### src/rtl/tft_seq_cmd_if.sv
// Host command channel for tft_frame_sequencer: valid/ready handshake carrying
// an opcode and a colour code.
interface tft_seq_cmd_if;
  logic       cmd_valid;
  logic       cmd_ready;
  logic [1:0] cmd_op;
  logic [2:0] cmd_color;

  modport master (output cmd_valid, output cmd_op, output cmd_color, input cmd_ready);
  modport slave  (input cmd_valid, input cmd_op, input cmd_color, output cmd_ready);
endinterface

### src/rtl/tft_frame_sequencer.sv
// Frame-level colour sequencer for the TFT test path: steps a colour code per VD frame,
// applies host commands at frame boundaries. Optional watchdog: define TFT_SEQ_WDOG_EN.
module tft_frame_sequencer #(
  parameter int FRAMES_PER_COLOR = 100,
  parameter int FCNT_W           = 8,
  parameter int WDOG_CYCLES      = 600000
) (
  input  logic               CLK,
  input  logic               Reset,
  input  logic               VD,
  tft_seq_cmd_if.slave       cmd,
  output logic [2:0]         color_code,
  output logic               frame_tick,
  output logic [15:0]        frame_total,
  output logic               hold_mode,
  output logic               sync_lost,
  output logic [7:0]         Red,
  output logic [7:0]         Green,
  output logic [7:0]         Blue
);

  typedef enum logic [0:0] {S_AUTO = 1'b0, S_HOLD = 1'b1} state_t;

  localparam logic [1:0] OP_AUTO  = 2'd0;
  localparam logic [1:0] OP_HOLD  = 2'd1;
  localparam logic [1:0] OP_FORCE = 2'd2;
  localparam logic [1:0] OP_STEP  = 2'd3;

  localparam int                FPC_EFF  = (FRAMES_PER_COLOR < 1) ? 1 : FRAMES_PER_COLOR;
  localparam logic [FCNT_W-1:0] LAST_CNT = FCNT_W'(FPC_EFF - 1);

  function automatic logic [23:0] color_lut(input logic [2:0] code);
    logic [23:0] rgb;
    case (code)
      3'd0:    rgb = 24'hFFFFFF;
      3'd1:    rgb = 24'hFF0000;
      3'd2:    rgb = 24'h00FF00;
      3'd3:    rgb = 24'h0000FF;
      3'd4:    rgb = 24'h000000;
      3'd5:    rgb = 24'h00FFFF;
      3'd6:    rgb = 24'hFF00FF;
      3'd7:    rgb = 24'hFFFF00;
      default: rgb = 24'hFFFFFF;
    endcase
    return rgb;
  endfunction

  state_t            state_q, state_d;
  logic [2:0]        color_q, color_d;
  logic [FCNT_W-1:0] fcnt_q, fcnt_d;
  logic [15:0]       total_q, total_d;
  logic              vd_d_q;
  logic              tick_q;
  logic              hold_q, hold_d;
  logic              ready_q, ready_d;
  logic              pend_q, pend_d;
  logic [1:0]        pend_op_q, pend_op_d;
  logic [2:0]        pend_color_q, pend_color_d;
  logic [23:0]       rgb_q, rgb_d;
  logic              fb;
  logic              accept;

  assign fb     = vd_d_q & ~VD;
  assign accept = cmd.cmd_valid & ready_q;

  // A pending command takes the place of the auto step at its boundary; a command
  // accepted on the boundary cycle itself is only latched here, never applied.
  always_comb begin
    state_d      = state_q;
    color_d      = color_q;
    fcnt_d       = fcnt_q;
    pend_d       = pend_q;
    pend_op_d    = pend_op_q;
    pend_color_d = pend_color_q;
    total_d      = total_q;
    if (fb) begin
      total_d = total_q + 16'd1;
      if (pend_q) begin
        pend_d = 1'b0;
        case (pend_op_q)
          OP_AUTO: begin
            state_d = S_AUTO;
            fcnt_d  = '0;
          end
          OP_HOLD: begin
            state_d = S_HOLD;
          end
          OP_FORCE: begin
            color_d = pend_color_q;
            state_d = S_HOLD;
            fcnt_d  = '0;
          end
          OP_STEP: begin
            color_d = color_q + 3'd1;
            fcnt_d  = '0;
          end
          default: begin
            state_d = state_q;
          end
        endcase
      end else if (state_q == S_AUTO) begin
        if (fcnt_q == LAST_CNT) begin
          color_d = color_q + 3'd1;
          fcnt_d  = '0;
        end else begin
          fcnt_d = fcnt_q + FCNT_W'(1);
        end
      end else begin
        fcnt_d = fcnt_q;
      end
    end else begin
      total_d = total_q;
    end
    if (accept) begin
      pend_d       = 1'b1;
      pend_op_d    = cmd.cmd_op;
      pend_color_d = cmd.cmd_color;
    end else begin
      pend_op_d = pend_op_d;
    end
    ready_d = ~pend_d;
    hold_d  = (state_d == S_HOLD);
  end

`ifdef TFT_SEQ_WDOG_EN
  localparam int             WD_W   = $clog2(WDOG_CYCLES + 1);
  localparam logic [WD_W-1:0] WD_MAX = WD_W'(WDOG_CYCLES);

  logic [WD_W-1:0] wd_q, wd_d;
  logic            lost_q, lost_d;

  // Saturating count of cycles since the last boundary; black screen while lost.
  always_comb begin
    wd_d   = wd_q;
    lost_d = lost_q;
    if (fb) begin
      wd_d   = '0;
      lost_d = 1'b0;
    end else begin
      if (wd_q != WD_MAX) begin
        wd_d = wd_q + WD_W'(1);
      end else begin
        wd_d = wd_q;
      end
      lost_d = (wd_d == WD_MAX);
    end
    rgb_d = lost_d ? 24'h000000 : color_lut(color_q);
  end

  always_ff @(posedge CLK) begin
    if (Reset) begin
      wd_q   <= '0;
      lost_q <= 1'b0;
    end else begin
      wd_q   <= wd_d;
      lost_q <= lost_d;
    end
  end

  assign sync_lost = lost_q;
`else
  assign rgb_d     = color_lut(color_q);
  assign sync_lost = 1'b0;
`endif

  always_ff @(posedge CLK) begin
    if (Reset) begin
      state_q      <= S_AUTO;
      color_q      <= 3'd0;
      fcnt_q       <= '0;
      total_q      <= 16'd0;
      vd_d_q       <= 1'b0;
      tick_q       <= 1'b0;
      hold_q       <= 1'b0;
      ready_q      <= 1'b0;
      pend_q       <= 1'b0;
      pend_op_q    <= 2'd0;
      pend_color_q <= 3'd0;
      rgb_q        <= 24'hFFFFFF;
    end else begin
      state_q      <= state_d;
      color_q      <= color_d;
      fcnt_q       <= fcnt_d;
      total_q      <= total_d;
      vd_d_q       <= VD;
      tick_q       <= fb;
      hold_q       <= hold_d;
      ready_q      <= ready_d;
      pend_q       <= pend_d;
      pend_op_q    <= pend_op_d;
      pend_color_q <= pend_color_d;
      rgb_q        <= rgb_d;
    end
  end

  assign cmd.cmd_ready      = ready_q;
  assign color_code         = color_q;
  assign frame_tick         = tick_q;
  assign frame_total        = total_q;
  assign hold_mode          = hold_q;
  assign {Red, Green, Blue} = rgb_q;

endmodule

### src/flat_wrapper.sv
// flat-port wrapper written by rule: the top's interface ports become plain ports
module tft_frame_sequencer_flat 
#(
  parameter int FRAMES_PER_COLOR = 100,
  parameter int FCNT_W           = 8,
  parameter int WDOG_CYCLES      = 600000
)
  (CLK, Reset, VD, color_code, frame_tick, frame_total, hold_mode, sync_lost, Red, Green, Blue, cmd_cmd_valid, cmd_cmd_op, cmd_cmd_color, cmd_cmd_ready);
  tft_seq_cmd_if cmd_i ();
  input  logic CLK;
  input  logic Reset;
  input  logic VD;
  output logic [2:0] color_code;
  output logic frame_tick;
  output logic [15:0] frame_total;
  output logic hold_mode;
  output logic sync_lost;
  output logic [7:0] Red;
  output logic [7:0] Green;
  output logic [7:0] Blue;
  input wire logic [$bits(cmd_i.cmd_valid)-1:0] cmd_cmd_valid;
  input wire logic [$bits(cmd_i.cmd_op)-1:0] cmd_cmd_op;
  input wire logic [$bits(cmd_i.cmd_color)-1:0] cmd_cmd_color;
  output wire logic [$bits(cmd_i.cmd_ready)-1:0] cmd_cmd_ready;
  assign cmd_i.cmd_valid = cmd_cmd_valid;
  assign cmd_i.cmd_op = cmd_cmd_op;
  assign cmd_i.cmd_color = cmd_cmd_color;
  assign cmd_cmd_ready = cmd_i.cmd_ready;
  tft_frame_sequencer #(.FRAMES_PER_COLOR(FRAMES_PER_COLOR), .FCNT_W(FCNT_W), .WDOG_CYCLES(WDOG_CYCLES)) u_core (.CLK(CLK), .Reset(Reset), .VD(VD), .cmd(cmd_i), .color_code(color_code), .frame_tick(frame_tick), .frame_total(frame_total), .hold_mode(hold_mode), .sync_lost(sync_lost), .Red(Red), .Green(Green), .Blue(Blue));
endmodule
### config.mk
export PLATFORM = sky130hd
export DESIGN_NAME = tft_frame_sequencer_flat
export DESIGN_NICKNAME = d
export VERILOG_FILES = /design/src/rtl/tft_seq_cmd_if.sv /design/src/rtl/tft_frame_sequencer.sv /design/src/flat_wrapper.sv
export SDC_FILE = /design/constraint.sdc
export NUM_CORES = 1
export LEC_CHECK = 0
export ABC_CLOCK_PERIOD_IN_PS = 4300
export BUFFER_PORTS_ARGS = -buffer_cell sky130_fd_sc_hd__clkbuf_2
export CORE_MARGIN = 2
export CORE_UTILIZATION = 56
export DETAILED_ROUTE_END_ITERATION = 6
export PLACE_DENSITY = 0.85
export SLEW_MARGIN = 20
export SYNTH_ARGS = -nofsm -noshare
export SYNTH_HDL_FRONTEND = slang
export SYNTH_SLANG_ARGS = --single-unit
export TNS_END_PERCENT = 100
### constraint.sdc
create_clock -name CLK -period 4.3 [get_ports CLK]
set_clock_uncertainty 0.05 [all_clocks]
set_input_delay 0.43 -clock CLK [delete_from_list [all_inputs] [get_ports CLK]]
set_output_delay 0.43 -clock CLK [all_outputs]
set_load 0.1 [all_outputs]
==> results of run 1 <==
## sequential cells by signal (all words and copies together) (netlist names)
name and count:
u_core.cmd.cmd_ready 1, u_core.pend_color_q 3, u_core.rgb_q 3, u_core.pend_op_q 2
u_core.color_code 3, u_core.frame_total 16, u_core.vd_d_q 1, u_core.frame_tick 1
u_core.fcnt_q 8, u_core.pend_q 1, u_core.state_q 1
## worst max-delay path, stage by stage, from the launching register on
cell,delay (ns)
dfxtp_1,0.40
nor2b_1,0.54
nand3_2,0.30
or4_1,0.58
a21oi_1,0.15
## metal layers
metal	share of wire	GRT usage
met1	0.47	0.260
met2	0.45	0.329
met3	0.054	0.0475
met4	0.025	0.114
met5	0	0
## through the flow
step | hold slack [ns] | cell area (um^2)
final | 0.255 | 2240
after global placement | 0.396 | 2180
after global routing | 0.248 | 2240
after floorplan | 0.387 | 2030
after detailed placement | 0.404 | 2180
after CTS | 0.246 | 2240
## logic make-up (layout without fill, tap and decap cells)
group | after synthesis | after routing
mux | 2 | 2
buf+inv | 33 | 68
simple gates | 96 | 96
compound gates | 29 | 29
flops | 40 | 40
fa+ha+maj | 9 | 9
xor+xnor | 19 | 19
other cells | 1 | 1
## cell usage after synthesis (5+ instances only)
| cell type | n | share of area |
|---|---|---|
| a21oi_1 | 12 | 0.030 |
| nand4_1 | 9 | 0.028 |
| nor2b_1 | 5 | 0.015 |
| o21ai_0 | 5 | 0.012 |
| nand3_1 | 12 | 0.030 |
| xor2_1 | 16 | 0.069 |
| buf_4 | 22 | 0.081 |
| nor2_1 | 23 | 0.042 |
| dfxtp_1 | 40 | 0.39 |
| ha_1 | 9 | 0.055 |
| nand2_1 | 20 | 0.037 |
| inv_1 | 6 | 0.011 |
## power by group
part	switching [mW]	leakage, nW	total, mW	internal (mW)
combinational	0.0514	0.584	0.0658	0.0144
sequential	0.00877	0.324	0.386	0.377
clock	0.120	0.0326	0.201	0.0808
total	0.180	0.941	0.652	0.472
## final cells by class
| cell class | count | area, um^2 | share of cell area |
|---|---|---|---|
| timing repair buffer | 54 | 270 | 0.121 |
| multi-input combinational | 156 | 1030 | 0.459 |
| sequential | 40 | 801 | 0.358 |
| clock buffer | 8 | 58.8 | 0.0263 |
| inverter | 6 | 22.5 | 0.0101 |
| tap | 46 | 57.6 | 0.0257 |
## path summary, 6_finish.rpt
| check | from | to | slack (ns) | depth (start not counted) |
|---|---|---|---|---|
| worst max-delay path | u_core.vd_d_q$_SDFF_PP0_ | u_core.fcnt_q[7]$_SDFFE_PP0P_ | 2.24 | 4 |
| worst min-delay path | cmd_cmd_op[1] | u_core.pend_op_q[1]$_SDFFE_PP0P_ | 0.25 | 3 |
| worst min register to register | u_core.pend_color_q[2]$_SDFFE_PP0P_ | u_core.pend_color_q[2]$_SDFFE_PP0P_ | 0.42 | 2 |
| worst max register to register | u_core.vd_d_q$_SDFF_PP0_ | u_core.fcnt_q[7]$_SDFFE_PP0P_ | 2.24 | 4 |
==> impl_metrics.tcl, run 1 <==
set metrics [dict create \
    status "completed" \
    post_cts.repair.setup_buffers 0 \
    setup-tns-final_ns 0 \
    synth_cells 229 \
    numCtsBuffers 5 \
    detailedPlace.worstSlack_ns 2.12 \
    powerDensity_nw_per_um2 292 \
    synth_edf_count 0 \
    io_pins 56 \
    avgSynthCellArea_um2 8.88 \
    yosys_warnings 0 \
    layout_commonest_cell "clkbuf_2" \
    slew_headroom 0.591 \
    async_flop_share 0 \
    synth_nets 247 \
    synthAdderAreaFrac 0.0554 \
    track_usage 0.208 \
    fillerInstances 301 \
    core-area_um2 3420 \
    routabilityCongestion 0.765 \
    fin_nets 281 \
    cp-end-kind "flop" \
    dr.pass1.iters 4 \
    period_minus_slack_ns 2.06 \
    cp_max_fo 8 \
    slew_viol_final 0 \
    critPathLaunchType "flop" \
    antenna_cells 0 \
    ir_drop_mv 0.214 \
    grt_pass1_vias 1431 \
    synth_top_family_by_area "simple AND/OR/NAND/NOR gates" \
    final_cell_mix "clkbuf_2, dfxtp_1, nor2_1, nand2_1, xor2_1" \
    hold_buffers 0 \
    dp_cells 302 \
    row_count 21 \
    final_hold_viol_count 0 \
    clk_path_buf_depth 2 \
    htreeDepth 2 \
    cts.sinks 40 \
    die_w_um 64.3 \
    yosys_most_used_dff "dfxtp_1" \
    grt_pass1_wl_um 6620 \
    yosys.area_share.simple 0.259 \
    drv_cap 0 \
    grt_max_degree 30 \
    route.detailed.drc 0 \
    cts-resized-gates 0 \
    synthMuxAreaShare 0.0105 \
    cts_tree "yes" \
    dieArea_um2 4130 \
    hold_path.class "in2reg" \
    worst_pin_slew_ns 0.613 \
    initial_utilization 0.596 \
    fp.dieH_um 64.3 \
    synth_area_um2 2030 \
    antenna_left 0 \
    cts-root-buf "clkbuf_4" \
    final_core_util 0.655 \
    synth_compound_area_frac 0.0959 \
    numPortBuffers 54 \
    clk_latency_ns 0.35 \
    synth-xor-area-share 0.0818 \
    yosysSeqAreaShare 0.394 \
    via_per_inst 5.47 \
    power_mw 0.652 \
    drt_iter0_drc 94 \
    worst_slack_ns 2.24 \
    synth_cell_types 44 \
    setup_violations 0 \
    dp_hpwl_um 2790 \
    final_cells 310 \
    post_drt_wl_per_cell_um 12.4 \
    clk_pin_slew_ns 0.12 \
    cp.arrival_ns 2.30 \
    fmax_ghz 0.486 \
    overflow 0 \
    leakagePower_nw 0.941 \
    critPathKind "reg2reg" \
    required_ns 4.54 \
    via_count 1696 \
    ys_seq_elements 40 \
    drive_above_1_share 0.239 \
    antenna_found_initial 0 \
    syn2layout_area_growth_pct 9.90 \
    rsz0062_at_grt "false" \
    fin_crit_sh 0.478 \
    drt_wl_total_um 3830 \
]
Power figures use the tool's default switching activity.
==> run 2: changes to the inputs <==
--- a/config.mk
+++ b/config.mk
@@ -5,12 +5,12 @@
 export SDC_FILE = /design/constraint.sdc
 export NUM_CORES = 1
 export LEC_CHECK = 0
-export ABC_CLOCK_PERIOD_IN_PS = 4300
+export ABC_CLOCK_PERIOD_IN_PS = 2100
 export BUFFER_PORTS_ARGS = -buffer_cell sky130_fd_sc_hd__clkbuf_2
 export CORE_MARGIN = 2
-export CORE_UTILIZATION = 56
+export CORE_UTILIZATION = 52
 export DETAILED_ROUTE_END_ITERATION = 6
-export PLACE_DENSITY = 0.85
+export PLACE_DENSITY = 0.79
 export SLEW_MARGIN = 20
 export SYNTH_ARGS = -nofsm -noshare
 export SYNTH_HDL_FRONTEND = slang
==> constraint.sdc (replaced) <==
create_clock -name CLK -period 2.1 [get_ports CLK]
set_clock_uncertainty 0.05 [all_clocks]
set_input_delay 0.21 -clock CLK [delete_from_list [all_inputs] [get_ports CLK]]
set_output_delay 0.21 -clock CLK [all_outputs]
set_load 0.1 [all_outputs]
==> run 2 against run 1 <==
  * Combinational power rose by 110%
  * Worst setup slack got worse by 1.9 ns
  * Clock power rose to 3.3 times the previous value
  * First-iteration DRC count fell by 35%
  * Total power rose by 140%
  * Core utilization fell by 2.9 points
  * Critical path type unchanged
  * Largest cell class unchanged
==> impl_metrics.tcl, run 2 (synthesis gave the netlist of run 1 again) <==
set metrics [dict create \
    ir_drop_mv 0.421 \
    clk_path_buf_depth 2 \
    grt_pass1_wl_um 6480 \
    dp_hpwl_um 2710 \
    cp.arrival_ns 1.96 \
    post_drt_wl_per_cell_um 12.0 \
    final_cell_mix "clkbuf_2, dfxtp_1, nor2_1, nand2_1, xor2_1" \
    core-area_um2 3720 \
    die_w_um 66.6 \
    status "completed" \
    critPathLaunchType "flop" \
    htreeDepth 2 \
    drt_wl_total_um 3780 \
    dieArea_um2 4430 \
    cp-end-kind "flop" \
    cts.sinks 40 \
    numPortBuffers 54 \
    final_hold_viol_count 0 \
    initial_utilization 0.547 \
    clk_latency_ns 0.29 \
    cp_max_fo 8 \
    largest_reg_flops 16 \
    routabilityCongestion 0.860 \
    via_per_inst 5.26 \
    antenna_left 0 \
    place_area_um2 2200 \
    track_usage 0.193 \
    setup_violations 0 \
    overflow 0 \
    antenna_found_initial 0 \
    route.detailed.drc 0 \
    required_ns 2.27 \
    syn2layout_area_growth_pct 14.2 \
    rsz0062_at_grt "false" \
    worst_pin_slew_ns 0.548 \
    grt_max_degree 16 \
    io_pins 56 \
    numCtsBuffers 5 \
    slew_headroom 0.636 \
    hold_path.class "in2reg" \
    fp.dieH_um 66.6 \
    worst_hold_slack_ns 0.0942 \
    fmax_ghz 0.558 \
    clk_pin_slew_ns 0.08 \
    cts_tree "yes" \
    ff2ff_path_depth 6 \
    cts-root-buf "clkbuf_8" \
    powerDensity_nw_per_um2 680 \
    post_cts.repair.setup_buffers 0 \
    drive_above_1_share 0.274 \
    dr.pass1.iters 4 \
    leakagePower_nw 0.983 \
    final_area_um2 2320 \
    drv_cap 0 \
    slew_viol_final 0 \
    layout_commonest_cell "clkbuf_2" \
    setup-tns-final_ns 0 \
    cts-resized-gates 0 \
    hold_buffers 0 \
    via_count 1652 \
    drt_iter0_drc 61 \
    period_minus_slack_ns 1.79 \
    whs_path_depth 3 \
    fin_crit_sh 0.853 \
    grt_pass1_vias 1443 \
    antenna_cells 0 \
    row_count 22 \
    critPathKind "reg2reg" \
    fin_nets 283 \
]
run 2: cell types whose count changed in the layout (fill, tap and decap cells not counted), sizes merged:
cell / delta
buf: +2
clkinv: +1
clkbuf: -2
bufinv: +1
run 2: final cells by class:
| type | count | area, um^2 |
|---|---|---|
| clock inverter | 2 | 38.8 |
| sequential | 40 | 808 |
| fill | 344 | 1390 |
| clock buffer | 6 | 82.6 |
| inverter | 6 | 22.5 |
| multi-input combinational | 156 | 1030 |
| timing repair buffer | 56 | 285 |
| tap | 48 | 60.1 |
run 2: metal layers:
metal / global-route usage / vias up / share of wire
met2: 0.296 / 56 / 0.43
li1: - / 848 / -
met4: 0.0893 / 0 / 0.018
met5: 0 / - / 0
met1: 0.251 / 744 / 0.50
met3: 0.0507 / 4 / 0.051
run 2: worst max-delay path: stages, from the launching register on:
cell and delay, ns:
dfxtp_1 0.41, inv_1 0.06, ha_1 0.18, nand2_1 0.11, nand3_2 0.19, or4_1 0.56, a21oi_1 0.16
run 2: power by group:
group / leakage [nW] / total [mW] / switching, mW / internal [mW]
Sequential: 0.327 / 0.789 / 0.0173 / 0.771
Clock: 0.0614 / 0.655 / 0.267 / 0.388
Combinational: 0.594 / 0.137 / 0.106 / 0.0314
Total: 0.983 / 1.58 / 0.390 / 1.19
run 2: worst paths after layout:
path | start | end | slack, ns
worst max-delay path | u_core.pend_op_q[1]$_SDFFE_PP0P_ | u_core.fcnt_q[7]$_SDFFE_PP0P_ | 0.31
worst min-delay path | cmd_cmd_color[2] | u_core.pend_color_q[2]$_SDFFE_PP0P_ | 0.09
worst max register to register | u_core.pend_op_q[1]$_SDFFE_PP0P_ | u_core.fcnt_q[7]$_SDFFE_PP0P_ | 0.31
worst min register to register | u_core.pend_color_q[0]$_SDFFE_PP0P_ | u_core.pend_color_q[0]$_SDFFE_PP0P_ | 0.43
run 2: metrics by stage:
step | utilization | power (mW) | std cells | setup WS [ns]
finish | 0.625 | 1.58 | 314 | 0.309
global route | 0.625 | 1.64 | 314 | 0.204
CTS | 0.625 | 1.60 | 314 | 0.311
detailed placement | 0.593 | 0.942 | 306 | 0.354
global placement | 0.593 | 0.941 | 306 | 0.424
floorplan | - | 0.915 | 229 | 0.0311
==> run 3: changes to the inputs <==
--- a/config.mk
+++ b/config.mk
@@ -10,6 +10,7 @@
 export CORE_MARGIN = 2
 export CORE_UTILIZATION = 52
 export DETAILED_ROUTE_END_ITERATION = 6
+export GPL_TIMING_DRIVEN = 0
 export PLACE_DENSITY = 0.79
 export SLEW_MARGIN = 20
 export SYNTH_ARGS = -nofsm -noshare
==> run 3 against run 2 <==
  * Design area increased by 6.2%
  * Sequential share of layout area decreased by 2.0 points
  * Clock-buffer cell count increased by 1
  * Register-to-register slack about the same
  * Critical path type unchanged
  * Largest power group unchanged
==> impl_metrics.tcl, run 3 (synthesis gave the netlist of run 1 again) <==
set metrics [dict create \
    die_w_um 66.6 \
    required_ns 2.23 \
    detailedPlace.worstSlack_ns 0.329 \
    core-area_um2 3720 \
    via_per_inst 5.05 \
    dieArea_um2 4430 \
    largest_reg_flops 16 \
    final_hold_viol_count 0 \
    clk_latency_ns 0.29 \
    fillerInstances 306 \
    syn2layout_area_growth_pct 21.3 \
    layout_commonest_cell "clkbuf_2" \
    critPathKind "reg2reg" \
    dr.pass1.iters 4 \
    powerDensity_nw_per_um2 595 \
    post_drt_wl_per_cell_um 11.5 \
    grt_pass1_wl_um 6580 \
    critPathLaunchType "flop" \
    ff2ff_path_depth 5 \
    rsz0062_at_grt "false" \
    initial_utilization 0.547 \
    cp-end-kind "flop" \
    route.detailed.drc 0 \
    slew_headroom 0.637 \
    fin_nets 308 \
    overflow 0 \
    cts-resized-gates 0 \
    htreeDepth 2 \
    routabilityCongestion 0.802 \
    clk_path_buf_depth 2 \
    drt_iter0_drc 66 \
    drt_wl_total_um 3890 \
    track_usage 0.194 \
    hold_path.class "in2reg" \
    numPortBuffers 54 \
    ir_drop_mv 0.427 \
    multiInputGateArea_um2 1030 \
    io_pins 56 \
    grt_pass1_vias 1449 \
    worst_slack_ns 0.295 \
    whs_path_depth 3 \
    grt_max_degree 12 \
    numCtsBuffers 5 \
    drv_cap 0 \
    seq_area_um2 808 \
    status "completed" \
    leakagePower_nw 1.06 \
    hold_buffers 0 \
    final_area_um2 2470 \
    place_area_um2 2370 \
    row_count 22 \
    fmax_ghz 0.554 \
    cp.arrival_ns 1.94 \
    final_cell_mix "clkbuf_2, dfxtp_1, nor2_1, buf_4, nand2_1" \
    cts-root-buf "clkbuf_8" \
    setup_violations 0 \
    setup-tns-final_ns 0 \
    worst_pin_slew_ns 0.546 \
    antenna_cells 0 \
    post_cts.repair.setup_buffers 0 \
    period_minus_slack_ns 1.81 \
    cp_max_fo 7 \
    antenna_left 0 \
    fin_crit_sh 0.860 \
    slew_viol_final 0 \
    dp_hpwl_um 2980 \
    cts_tree "yes" \
    via_count 1708 \
    drive_above_1_share 0.321 \
    clk_pin_slew_ns 0.07 \
    antenna_found_initial 0 \
    fp.dieH_um 66.6 \
    cts.sinks 40 \
]
[run 3: worst max-delay path, stage by stage, from the launching register on]
cell and delay (ns):
dfxtp_2 0.38, and4_1 0.18, clkbuf_1 0.25, nand3_1 0.22, nor4_1 0.28, mux2_1 0.35
[run 3: area by class of cell]
| type | instances | share of cell area |
|---|---|---|
| multi-input combinational | 156 | 0.416 |
| sequential | 40 | 0.327 |
| timing repair buffer | 54 | 0.109 |
| buffer | 27 | 0.0750 |
| clock buffer | 7 | 0.0390 |
| tap | 48 | 0.0243 |
| inverter | 6 | 0.00912 |
[run 3: path summary, 6_finish.rpt]
check	startpoint	to	slack, ns
worst min-delay path	cmd_cmd_op[1]	u_core.pend_op_q[1]$_SDFFE_PP0P_	0.10
worst min register to register	u_core.pend_color_q[2]$_SDFFE_PP0P_	u_core.pend_color_q[2]$_SDFFE_PP0P_	0.42
worst max register to register	u_core.frame_total[3]$_SDFFE_PP0P_	u_core.frame_total[15]$_SDFFE_PP0P_	0.29
worst max-delay path	u_core.frame_total[3]$_SDFFE_PP0P_	u_core.frame_total[15]$_SDFFE_PP0P_	0.29
[run 3: metal layers]
layer,vias to the layer above,global-route usage,wire length [um]
li1,899,-,-
met5,-,0,0
met4,0,0.0995,65
met2,60,0.295,1710
met3,5,0.0321,209
met1,744,0.263,1910
[run 3: through the flow]
step | power [mW] | hold WS (ns) | util | cells
after detailed placement | 0.947 | 0.406 | 0.638 | 331
after CTS | 1.48 | 0.0961 | 0.664 | 338
after global routing | 1.52 | 0.113 | 0.664 | 338
after global placement | 0.946 | 0.399 | 0.638 | 331
after floorplan | 0.915 | 0.288 | - | 229
final | 1.47 | 0.105 | 0.664 | 338
[run 3: power breakdown]
part | internal (mW) | total (mW) | switching, mW
clock network | 0.292 | 0.538 | 0.246
logic | 0.0347 | 0.141 | 0.107
registers | 0.772 | 0.789 | 0.0176
total | 1.10 | 1.47 | 0.370
